<file path="src/rtl/kudu_dv_pkg.sv">
// kudu_dv_pkg: shared channel-state enum, LFSR taps and delay helpers for the interrupt generator.
package kudu_dv_pkg;
  typedef enum logic [1:0] {IDLE, WAIT, ASSERT, HOLD} intr_st_e;
  localparam logic [15:0] LfsrTaps = 16'hB400;
  function automatic logic [16:0] calc_delay(input logic [15:0] rnd, input logic [3:0] intvl);
    logic [16:0] base;
    base = 17'd1 << intvl;
    return base + ({1'b0, rnd} & (base - 17'd1));
  endfunction
  function automatic logic [15:0] rotl16(input logic [15:0] v, input int unsigned s);
    logic [31:0] w;
    w = {v, v} << s;
    return w[31:16];
  endfunction
endpackage

</file>
<file path="src/rtl/intr_gen_mc_chan.sv">
// intr_chan: one interrupt channel -- delay FSM, ack timeout, spurious-ack flag and fire counter.
module intr_chan import kudu_dv_pkg::*; #(
  parameter int CntW       = 16,
  parameter int HoldOff    = 4,
  parameter int AckTimeout = 1024
) (
  input  logic            clk,
  input  logic            rst_n,
  input  logic            en,
  input  logic [3:0]      intvl,
  input  logic            pulse,
  input  logic            ack,
  input  logic [15:0]     rnd,
  output logic            irq,
  output logic            to_err,
  output logic            spur_err,
  output logic [CntW-1:0] fire
);
  localparam int TW = $clog2(AckTimeout + 1);
  localparam logic [16:0] DMax = 17'((64'd1 << (CntW >= 17 ? 17 : CntW)) - 64'd1);
  intr_st_e st_q, st_d;
  logic [CntW-1:0] cnt_q, cnt_d, fire_q, fire_d, load;
  logic [TW-1:0] tmr_q, tmr_d;
  logic pulse_q, pulse_d, irq_q, irq_d, to_err_q, to_err_d, spur_q, spur_d, arm, tmr_end;
  logic [16:0] dly;
  always_comb begin
    dly = calc_delay(rnd, intvl);
    load = CntW'((dly > DMax ? DMax : dly) - 17'd1);
    arm = en && intvl != 4'd0;
    tmr_end = tmr_q == TW'(AckTimeout - 1);
    st_d = st_q;
    cnt_d = cnt_q;
    tmr_d = tmr_q;
    pulse_d = pulse_q;
    to_err_d = to_err_q;
    fire_d = fire_q;
    spur_d = spur_q | (ack && !(st_q == ASSERT && !pulse_q));
    case (st_q)
      IDLE: if (arm) begin
        st_d = WAIT;
        cnt_d = load;
      end
      WAIT: if (!arm) st_d = IDLE;
      else if (cnt_q == '0) begin
        st_d = ASSERT;
        pulse_d = pulse;
        tmr_d = '0;
        fire_d = fire_q + CntW'(fire_q != '1);
      end else cnt_d = cnt_q - 1'b1;
      ASSERT: if (pulse_q || ack) begin
        st_d = HOLD;
        cnt_d = CntW'(HoldOff - 1);
      end else begin
        tmr_d = tmr_q + TW'(!tmr_end);
        to_err_d = to_err_q | tmr_end;
      end
      // The final HOLD cycle doubles as the IDLE re-arm decision, so HoldOff idle cycles precede WAIT.
      HOLD: if (cnt_q == '0) begin
        st_d = arm ? WAIT : IDLE;
        cnt_d = load;
      end else cnt_d = cnt_q - 1'b1;
    endcase
    irq_d = st_d == ASSERT;
  end
  always_ff @(posedge clk or negedge rst_n)
    if (!rst_n) begin
      st_q <= IDLE;
      cnt_q <= '0;
      tmr_q <= '0;
      pulse_q <= 1'b0;
      irq_q <= 1'b0;
      to_err_q <= 1'b0;
      spur_q <= 1'b0;
      fire_q <= '0;
    end else begin
      st_q <= st_d;
      cnt_q <= cnt_d;
      tmr_q <= tmr_d;
      pulse_q <= pulse_d;
      irq_q <= irq_d;
      to_err_q <= to_err_d;
      spur_q <= spur_d;
      fire_q <= fire_d;
    end
  assign irq = irq_q;
  assign to_err = to_err_q;
  assign spur_err = spur_q;
  assign fire = fire_q;
endmodule

</file>
<file path="src/rtl/intr_gen_mc.sv">
// intr_gen_mc: multi-channel interrupt generator; one shared Galois LFSR feeds NumIrq independent channels.
module intr_gen_mc import kudu_dv_pkg::*; #(
  parameter int          NumIrq     = 3,
  parameter int          CntW       = 16,
  parameter logic [15:0] LfsrSeed   = 16'hACE1,
  parameter int          HoldOff    = 4,
  parameter int          AckTimeout = 1024
) (
  input  logic                   clk,
  input  logic                   rst_n,
  input  logic                   intr_en,
  input  logic [4*NumIrq-1:0]    cfg_intvl,
  input  logic [NumIrq-1:0]      cfg_pulse,
  input  logic [NumIrq-1:0]      intr_ack,
  output logic [NumIrq-1:0]      irq_o,
  output logic [NumIrq-1:0]      ack_to_err,
  output logic [NumIrq-1:0]      spur_ack_err,
  output logic [CntW*NumIrq-1:0] fire_cnt
);
  logic [15:0] lfsr_q, lfsr_d;
  always_comb lfsr_d = {1'b0, lfsr_q[15:1]} ^ (lfsr_q[0] ? LfsrTaps : 16'h0);
  always_ff @(posedge clk or negedge rst_n)
    if (!rst_n) lfsr_q <= LfsrSeed;
    else lfsr_q <= lfsr_d;
  for (genvar i = 0; i < NumIrq; i++) begin : g_ch
    intr_chan #(.CntW(CntW), .HoldOff(HoldOff), .AckTimeout(AckTimeout)) u_chan (
      .clk      (clk),
      .rst_n    (rst_n),
      .en       (intr_en),
      .intvl    (cfg_intvl[4*i +: 4]),
      .pulse    (cfg_pulse[i]),
      .ack      (intr_ack[i]),
      .rnd      (rotl16(lfsr_q, (5 * i) % 16)),
      .irq      (irq_o[i]),
      .to_err   (ack_to_err[i]),
      .spur_err (spur_ack_err[i]),
      .fire     (fire_cnt[CntW*i +: CntW])
    );
  end
endmodule

</file>
<file path="config.mk">
export PLATFORM = sky130hd
export DESIGN_NAME = intr_gen_mc
export DESIGN_NICKNAME = d
export VERILOG_FILES = /design/src/rtl/kudu_dv_pkg.sv /design/src/rtl/intr_gen_mc_chan.sv /design/src/rtl/intr_gen_mc.sv
export SDC_FILE = /design/constraint.sdc
export NUM_CORES = 1
export LEC_CHECK = 0
export BUFFER_PORTS_ARGS = -buffer_cell sky130_fd_sc_hd__buf_2
export CORE_MARGIN = 2
export CORE_UTILIZATION = 60
export DETAILED_ROUTE_END_ITERATION = 7
export PLACE_DENSITY = 0.79
export SYNTH_ARGS = -nofsm -noshare
export SYNTH_HDL_FRONTEND = slang
export SYNTH_SLANG_ARGS = --single-unit
export TNS_END_PERCENT = 10
</file>
<file path="constraint.sdc">
create_clock -name clk -period 10.2 [get_ports clk]
set_clock_uncertainty 0.15 [all_clocks]
set_input_delay 2.04 -clock clk [delete_from_list [all_inputs] [get_ports clk]]
set_output_delay 2.04 -clock clk [all_outputs]
set_load 0.01 [all_outputs]
</file>
# Word level (Yosys, flattened, before mapping)
# Index checks and enable logic that the tools add are counted.
[totals] inputBits=21 register_bits=163
[classes] bitwise_logic=13 shifts=3 n_eq_ne=36 muxes=55 n_reduce_logical=45 n_addsub=18 magnitude_cmp=3
[ops] op="16-bit two-way mux" n=19
[ops] op="16-bit one-hot mux with 4 select lines" n=3
[ops] op="11-bit two-way mux" n=9
[ops] op="16-bit by 1-bit subtractor with 16-bit output (second input constant)" n=6
[ops] op="11-bit one-hot mux with 2 select lines" n=3
[ops] op="17-bit adder" n=3
[ops] op="16-bit by 17-bit AND with 17-bit output" n=3
[ops] op="17-bit by 16-bit > comparator with 1-bit output (second input constant)" n=3
[ops] op="1-bit by 4-bit << shifter with 17-bit output (first input constant)" n=3
[ops] op="17-bit by 1-bit subtractor with 17-bit output (second input constant)" n=3
[ops] op="16-bit by 1-bit adder with 16-bit output" n=3
[ops] op="16-bit zero test" n=3
[ops] op="16-bit != test (second input constant)" n=3
[ops] op="11-bit by 1-bit adder with 11-bit output" n=3
[ops] op="11-bit by 10-bit equality test with 1-bit output (second input constant)" n=3
[ops] op="2-bit two-way mux" n=15
[ops] op="2-bit one-hot mux with 4 select lines" n=3
[ops] op="4-bit AND reduction" n=6
[ops] op="2-bit equality test (second input constant)" n=9
[ops] op="2-bit by 1-bit != test with 1-bit output (second input constant)" n=9
[ops] op="2-bit != test (second input constant)" n=9
[ops] op="15-bit by 16-bit XOR with 16-bit output" n=1
[ops] op="4-bit nonzero test" n=3
[ops] op="1-bit logical AND" n=9
[ops] op="other kinds (10)" n=39

# Longest topological paths before layout
[logic_depth] ltp_word=9 depth_mapped=27

# Hierarchy
# Synthesis repeated with hierarchy kept, for this count alone.
[hier_totals] hier_cells=1487 hier_area_um2=12381.9
[by_module_without_submodules] module="intr_chan at g_ch[0].u_chan ..." area_per_inst_um2=3926.3 cells_each=488 instances=2
[by_module_without_submodules] module="intr_chan at g_ch[2].u_chan" area_per_inst_um2=4092.7 cells_each=492 instances=1
[by_module_without_submodules] module="intr_gen_mc" area_per_inst_um2=436.7 cells_each=19 instances=1

# Least setup slack after synthesis
# No wires, ideal clock.
[synth_path] path_kind="input to register" start="input port cfg_intvl[11]" end="register g_ch[2].u_chan.cnt_q[12]" n_path_buf=5 t_arrival_ns=6.640 setup_ns=0.138 slack_ns=3.272 path_stages=26 cell_sequence="buf_2 -> clkbuf_1 -> nor4_1 -> inv_1 -> ha_1 -> clkbuf_1 -> o31ai_1 -> a22oi_1 -> nor2_1 -> ha_1 -> a21oi_1 -> o21bai_1 -> nor2b_1 -> a21o_1 -> a31oi_1 -> o21ai_1 -> clkbuf_1 -> nor2_1 -> ha_1 -> nand2_1 -> or4_1 -> clkbuf_1 -> nor3_1 -> xor2_1 -> o31ai_1 -> a21oi_1"
[synth_between] elab_chain_cells=9 word_cells_on_any_way=15
[synth_lines] element="from (decl)" line="intr_gen_mc.sv:12" text="input logic [4*NumIrq-1:0] cfg_intvl,"
[synth_lines] element="1-bit by 4-bit << shifter with 17-bit output" line="kudu_dv_pkg.sv:7" text="base = 17'd1 << intvl;"
[synth_lines] element="17-bit by 1-bit subtractor with 17-bit output" line="kudu_dv_pkg.sv:8" text="return base + ({1'b0, rnd} & (base - 17'd1));"
[synth_lines] element="16-bit by 17-bit AND with 17-bit output" line="kudu_dv_pkg.sv:8"
[synth_lines] element="17-bit adder" line="kudu_dv_pkg.sv:8"
[synth_lines] element="17-bit by 16-bit > comparator with 1-bit output" line="intr_gen_mc_chan.sv:28" text="load = CntW'((dly > DMax ? DMax : dly) - 17'd1);"
[synth_lines] element="16-bit two-way mux" line="intr_gen_mc_chan.sv:28"
[synth_lines] element="16-bit by 1-bit subtractor with 16-bit output" line="intr_gen_mc_chan.sv:28"
[synth_lines] element="16-bit two-way mux (on tied branches)" line="intr_gen_mc_chan.sv:58, intr_gen_mc_chan.sv:39"
[synth_lines] element="16-bit one-hot mux with 4 select lines" line="intr_gen_mc_chan.sv:38" text="case (st_q)"
[synth_lines] element="to (signal assigned)" line="intr_gen_mc_chan.sv:77" text="cnt_q <= cnt_d;"
[synth_lines] element="to (decl)" line="intr_gen_mc_chan.sv:22" text="logic [CntW-1:0] cnt_q, cnt_d, fire_q, fire_d, load;"
# Parallel ways exist; a longest one is shown, timed or not. The select of a mux whose other input is x is not followed.
# A chain may end at the register's enable or synchronous reset.

# Final worst setup path
[layout_path] start="input port cfg_intvl[9]" end="register g_ch[2].u_chan.cnt_q[12]"
# Same word-level chain as after synthesis.

==> metrics.txt <==
# TYPE chip_impl_metric gauge
chip_impl_metric{name="holdBufCountCts",unit=""} 0
chip_impl_metric{name="power_density",unit="mW/mm^2"} 177
chip_impl_metric{name="synth_seq_cells",unit=""} 163
chip_impl_metric{name="final_layout_size_suffix_gt1_frac",unit=""} 0.122
chip_impl_metric{name="synth_enable_flop_cells",unit=""} 0
chip_impl_metric{name="period_minus_slack",unit="ns"} 7.45
chip_impl_metric{name="post-cts-setup-buffer-count",unit=""} 0
chip_impl_info{name="clk_root_buffer_cell",value="sky130_fd_sc_hd__clkbuf_16"} 1
chip_impl_metric{name="htree_levels",unit=""} 4
chip_impl_info{name="mostFrequentLayoutCell",value="sky130_fd_sc_hd__nor2_1"} 1
chip_impl_metric{name="finalWorstSetupSlack",unit="ns"} 2.75
chip_impl_metric{name="drt-wirelength-per-cell",unit="um"} 17.0
chip_impl_info{name="worstSetupStartpointType",value="primary input"} 1
chip_impl_metric{name="final_antenna_net_count",unit=""} 0
chip_impl_metric{name="gp_routability_congestion",unit=""} 0.907
chip_impl_metric{name="synth_cell_types",unit=""} 104
chip_impl_info{name="highest_count_cells_in_the_layout_ignoring_fill_and_taps",value="sky130_fd_sc_hd__nor2_1 (167), sky130_fd_sc_hd__dfrtp_1 (155), sky130_fd_sc_hd__nand2_1 (154)"} 1
chip_impl_metric{name="rows",unit=""} 52
chip_impl_metric{name="min_period_over_period",unit=""} 0.731
chip_impl_metric{name="cp_data_required_time",unit="ns"} 10.33
chip_impl_metric{name="place.port_buffers",unit=""} 77
chip_impl_info{name="critical_path.slowest_cell",value="sky130_fd_sc_hd__nor4_1"} 1
chip_impl_metric{name="dieArea",unit="mm^2"} 0.0219
chip_impl_metric{name="power_leakage",unit="nW"} 6.04
chip_impl_metric{name="dr_total_vias",unit=""} 11395
chip_impl_info{name="clock_tree_from_tritoncts",value="built"} 1
chip_impl_metric{name="detailedPlacementHpwl",unit="um"} 22700
chip_impl_metric{name="net_count_final",unit=""} 1603
chip_impl_metric{name="routed_wl",unit="um"} 30900
chip_impl_metric{name="finalSetupTns",unit="ns"} 0
chip_impl_metric{name="largest_net_degree_at_the_start_of_global_routing",unit=""} 90
chip_impl_metric{name="cts_buffers",unit=""} 17
chip_impl_metric{name="syn_to_final_growth",unit="%"} 8.48
chip_impl_metric{name="placed_cell_area",unit="mm^2"} 0.0129
chip_impl_metric{name="critical_path.n_buffers_inverters",unit=""} 2
chip_impl_metric{name="highest_achievable_clock_rate",unit="GHz"} 0.134
chip_impl_metric{name="firstDrtPassIters",unit=""} 7
chip_impl_metric{name="overflow",unit=""} 0
chip_impl_info{name="synth-main-ff-cell",value="sky130_fd_sc_hd__dfrtp_1"} 1
chip_impl_metric{name="grt.total_usage",unit=""} 0.283
chip_impl_metric{name="synth_cells",unit=""} 1506
chip_impl_metric{name="nFillCells",unit=""} 1733
chip_impl_metric{name="design.portCount",unit=""} 78
chip_impl_metric{name="grt_pass1_vias",unit=""} 10477
chip_impl_metric{name="critical_path.max_fanout",unit=""} 16
chip_impl_metric{name="grt_first_pass_wirelength",unit="um"} 51200
chip_impl_info{name="crit_path_cell_trace",value="buf_2 > nor4_1 > inv_1 > ha_1 > o31ai_1 > a22oi_1 > nor2_1 > ha_1 > a21oi_1 > o21bai_1 > nor2b_1 > a21o_1 > a31oi_1 > o21ai_1 > nor3_1 > ha_1 > nand2_1 > or4_1 > nor3_1 > xor2_1 > o31ai_1 > a21oi_1"} 1
chip_impl_info{name="min_path_type",value="flip-flop to flip-flop"} 1
chip_impl_metric{name="die_width",unit="um"} 148
chip_impl_metric{name="ir_worst_vdd",unit="mV"} 0.116
chip_impl_metric{name="cts.clk_slew.worst_paths",unit="ns"} 0.07
chip_impl_metric{name="placeable_core_region",unit="mm^2"} 0.0203
chip_impl_info{name="rsz_0062_raised_after_global_routing",value="no"} 1
chip_impl_metric{name="setup_viol_count_final",unit=""} 0
chip_impl_info{name="setup.worst_path.class",value="primary input to flip-flop"} 1
chip_impl_metric{name="final_core_utilization",unit=""} 0.665
chip_impl_metric{name="remaining_drc_errors",unit=""} 0
chip_impl_metric{name="synth_area_per_cell",unit="um^2"} 8.26
chip_impl_metric{name="post_drt_via_cell_ratio",unit=""} 6.25
chip_impl_metric{name="final_cells",unit=""} 1823
chip_impl_metric{name="timing.final.hold_violations",unit=""} 0
chip_impl_metric{name="post_cts_sizing_count",unit=""} 0
chip_impl_metric{name="cp_data_arrival_time",unit="ns"} 7.59
chip_impl_metric{name="post_synthesis_instance_area",unit="mm^2"} 0.0124
chip_impl_metric{name="async_set_or_reset_flop_fraction_in_the_synthesized_netlist",unit=""} 1.00
chip_impl_metric{name="clock_insertion_delay_at_the_later_pin_of_the_skew_report",unit="ns"} 0.43
chip_impl_metric{name="max_slew_headroom_at_the_worst_pin",unit=""} 0.292
chip_impl_metric{name="tightestPinTransition",unit="ns"} 1.05
chip_impl_metric{name="maxSlewViolCount",unit=""} 0
chip_impl_info{name="critical_path.endpoint_type",value="flip-flop"} 1
chip_impl_metric{name="initial_core_util",unit=""} 0.613
chip_impl_info{name="critPathTopFamily",value="simple AND/OR/NAND/NOR gates"} 1
chip_impl_metric{name="cpPeakStageDelay",unit="ns"} 0.70
chip_impl_metric{name="ys_seq_area_frac",unit=""} 0.329
chip_impl_metric{name="finalInstanceArea",unit="mm^2"} 0.0135
chip_impl_metric{name="antenna_found_initial",unit=""} 0
chip_impl_metric{name="clock_tree.buffer_depth",unit=""} 2
chip_impl_info{name="critical-path-top-cell-by-count",value="sky130_fd_sc_hd__ha_1"} 1
chip_impl_metric{name="placed_cells",unit=""} 1790
chip_impl_info{name="run_status",value="finished, final reports clean"} 1
chip_impl_metric{name="drt_initial_violations",unit=""} 997
chip_impl_metric{name="dieHeight",unit="um"} 148
chip_impl_metric{name="synthesis.yosys.warnings",unit=""} 0
chip_impl_metric{name="setup_slack_at_placement",unit="ns"} 2.44
chip_impl_metric{name="clock_sink_count",unit=""} 163
chip_impl_metric{name="drv_cap",unit=""} 0
==> routing by layer <==
| layer | global-route usage | share of wire |
|---|---|---|
| met1 | 0.399 | 0.45 |
| met2 | 0.451 | 0.46 |
| met3 | 0.0506 | 0.074 |
| met5 | 0 | 0 |
| met4 | 0.0738 | 0.013 |
==> power breakdown <==
| part | total, mW | internal, mW | switching [mW] | leakage, nW |
|---|---|---|---|---|
| sequential | 0.940 | 0.764 | 0.176 | 2.12 |
| clock | 0.675 | 0.374 | 0.301 | 0.293 |
| combinational | 0.771 | 0.322 | 0.448 | 3.62 |
| total | 2.39 | 1.46 | 0.925 | 6.04 |
==> cell families (layout without fill, tap and decap cells) <==
group           Yosys count  count (layout)  synth area share
simple gates            669             669             0.277
compound gates          365             365             0.200
flops                   163             163             0.329
xor+xnor                137             137            0.0964
buf+inv                 111             152            0.0395
fa+ha+maj                43              43            0.0432
mux                      17              17            0.0146
other cells               1               7          0.000301
==> per-stage QoR <==
step	hold WS [ns]	total power, mW
final	0.276	2.39
after global routing	0.279	2.54
after global placement	0.270	1.67
after floorplan	0.203	1.51
after CTS	0.277	2.38
after detailed placement	0.264	1.70
==> path summary, 6_finish.rpt <==
path                            depth (start not counted)  slack (ns)          from                       end
worst max register to register                         17        5.24     lfsr_q[0]  g_ch[2].u_chan.cnt_q[12]
min in group asynchronous                               1        1.54         rst_n   g_ch[2].u_chan.spur_err
worst min register to register                          0        0.28    lfsr_q[10]                 lfsr_q[9]
worst min-delay path                                    0        0.28    lfsr_q[10]                 lfsr_q[9]
worst max-delay path                                   22        2.75  cfg_intvl[9]  g_ch[2].u_chan.cnt_q[12]
max in group asynchronous                               2        6.90         rst_n  g_ch[0].u_chan.tmr_q[10]
==> registers in the layout (all words and copies together) (netlist names) <==
name / cells
g_ch.u_chan.cnt_q: 48
g_ch.u_chan.fire: 48
g_ch.u_chan.irq: 3
g_ch.u_chan.pulse_q: 3
g_ch.u_chan.spur_err: 3
g_ch.u_chan.st_q: 6
g_ch.u_chan.tmr_q: 33
g_ch.u_chan.to_err: 3
lfsr_q: 16
==> cell usage after synthesis (5+ instances only) <==
library cell / number / share of area
sky130_fd_sc_hd__dfrtp_1: 155 / 0.31
sky130_fd_sc_hd__nand2_1: 154 / 0.046
sky130_fd_sc_hd__o22ai_1: 10 / 0.0050
sky130_fd_sc_hd__inv_1: 37 / 0.011
sky130_fd_sc_hd__mux2i_1: 8 / 0.0064
sky130_fd_sc_hd__nor2_1: 167 / 0.050
sky130_fd_sc_hd__a32oi_1: 5 / 0.0035
sky130_fd_sc_hd__o221ai_1: 5 / 0.0035
sky130_fd_sc_hd__and3_1: 24 / 0.012
sky130_fd_sc_hd__o21bai_1: 9 / 0.0054
sky130_fd_sc_hd__o31ai_1: 15 / 0.0091
sky130_fd_sc_hd__or2_2: 11 / 0.0055
sky130_fd_sc_hd__nor3b_1: 9 / 0.0054
sky130_fd_sc_hd__nand3b_1: 8 / 0.0048
sky130_fd_sc_hd__a21o_1: 17 / 0.010
sky130_fd_sc_hd__dfstp_2: 8 / 0.017
sky130_fd_sc_hd__buf_4: 14 / 0.0084
sky130_fd_sc_hd__a21oi_1: 68 / 0.027
sky130_fd_sc_hd__nand3_1: 51 / 0.021
sky130_fd_sc_hd__or3_1: 22 / 0.011
sky130_fd_sc_hd__a31oi_1: 15 / 0.0075
sky130_fd_sc_hd__o21ai_1: 5 / 0.0020
sky130_fd_sc_hd__and4_1: 5 / 0.0035
sky130_fd_sc_hd__mux2_2: 9 / 0.0081
sky130_fd_sc_hd__xor2_1: 58 / 0.041
sky130_fd_sc_hd__nand2b_1: 25 / 0.013
sky130_fd_sc_hd__nor4_1: 24 / 0.012
sky130_fd_sc_hd__nand4_1: 29 / 0.015
sky130_fd_sc_hd__clkbuf_1: 43 / 0.013
sky130_fd_sc_hd__nor3_1: 62 / 0.025
sky130_fd_sc_hd__a22o_1: 9 / 0.0063
sky130_fd_sc_hd__and2_1: 10 / 0.0050
sky130_fd_sc_hd__a211oi_1: 11 / 0.0066
sky130_fd_sc_hd__o21a_1: 13 / 0.0078
sky130_fd_sc_hd__ha_1: 43 / 0.043
sky130_fd_sc_hd__o21ai_0: 101 / 0.041
sky130_fd_sc_hd__xnor2_1: 79 / 0.056
sky130_fd_sc_hd__a22oi_1: 9 / 0.0054
sky130_fd_sc_hd__or4_1: 13 / 0.0078
sky130_fd_sc_hd__buf_2: 11 / 0.0044
sky130_fd_sc_hd__o211ai_1: 13 / 0.0078
sky130_fd_sc_hd__nor2b_1: 12 / 0.0060
==> final cells by class <==
cell class / count / area (um^2) / area share
repair buffers: 82 / 429 / 0.0318
clock buffers: 17 / 425 / 0.0315
diodes: 1 / 2.50 / 0.000185
flip-flops and latches: 163 / 4090 / 0.303
well taps: 270 / 338 / 0.0250
clock inverters: 15 / 190 / 0.0141
inverters: 38 / 143 / 0.0106
multi-input cells: 1237 / 7880 / 0.584
(Power assumes the default switching activity.)
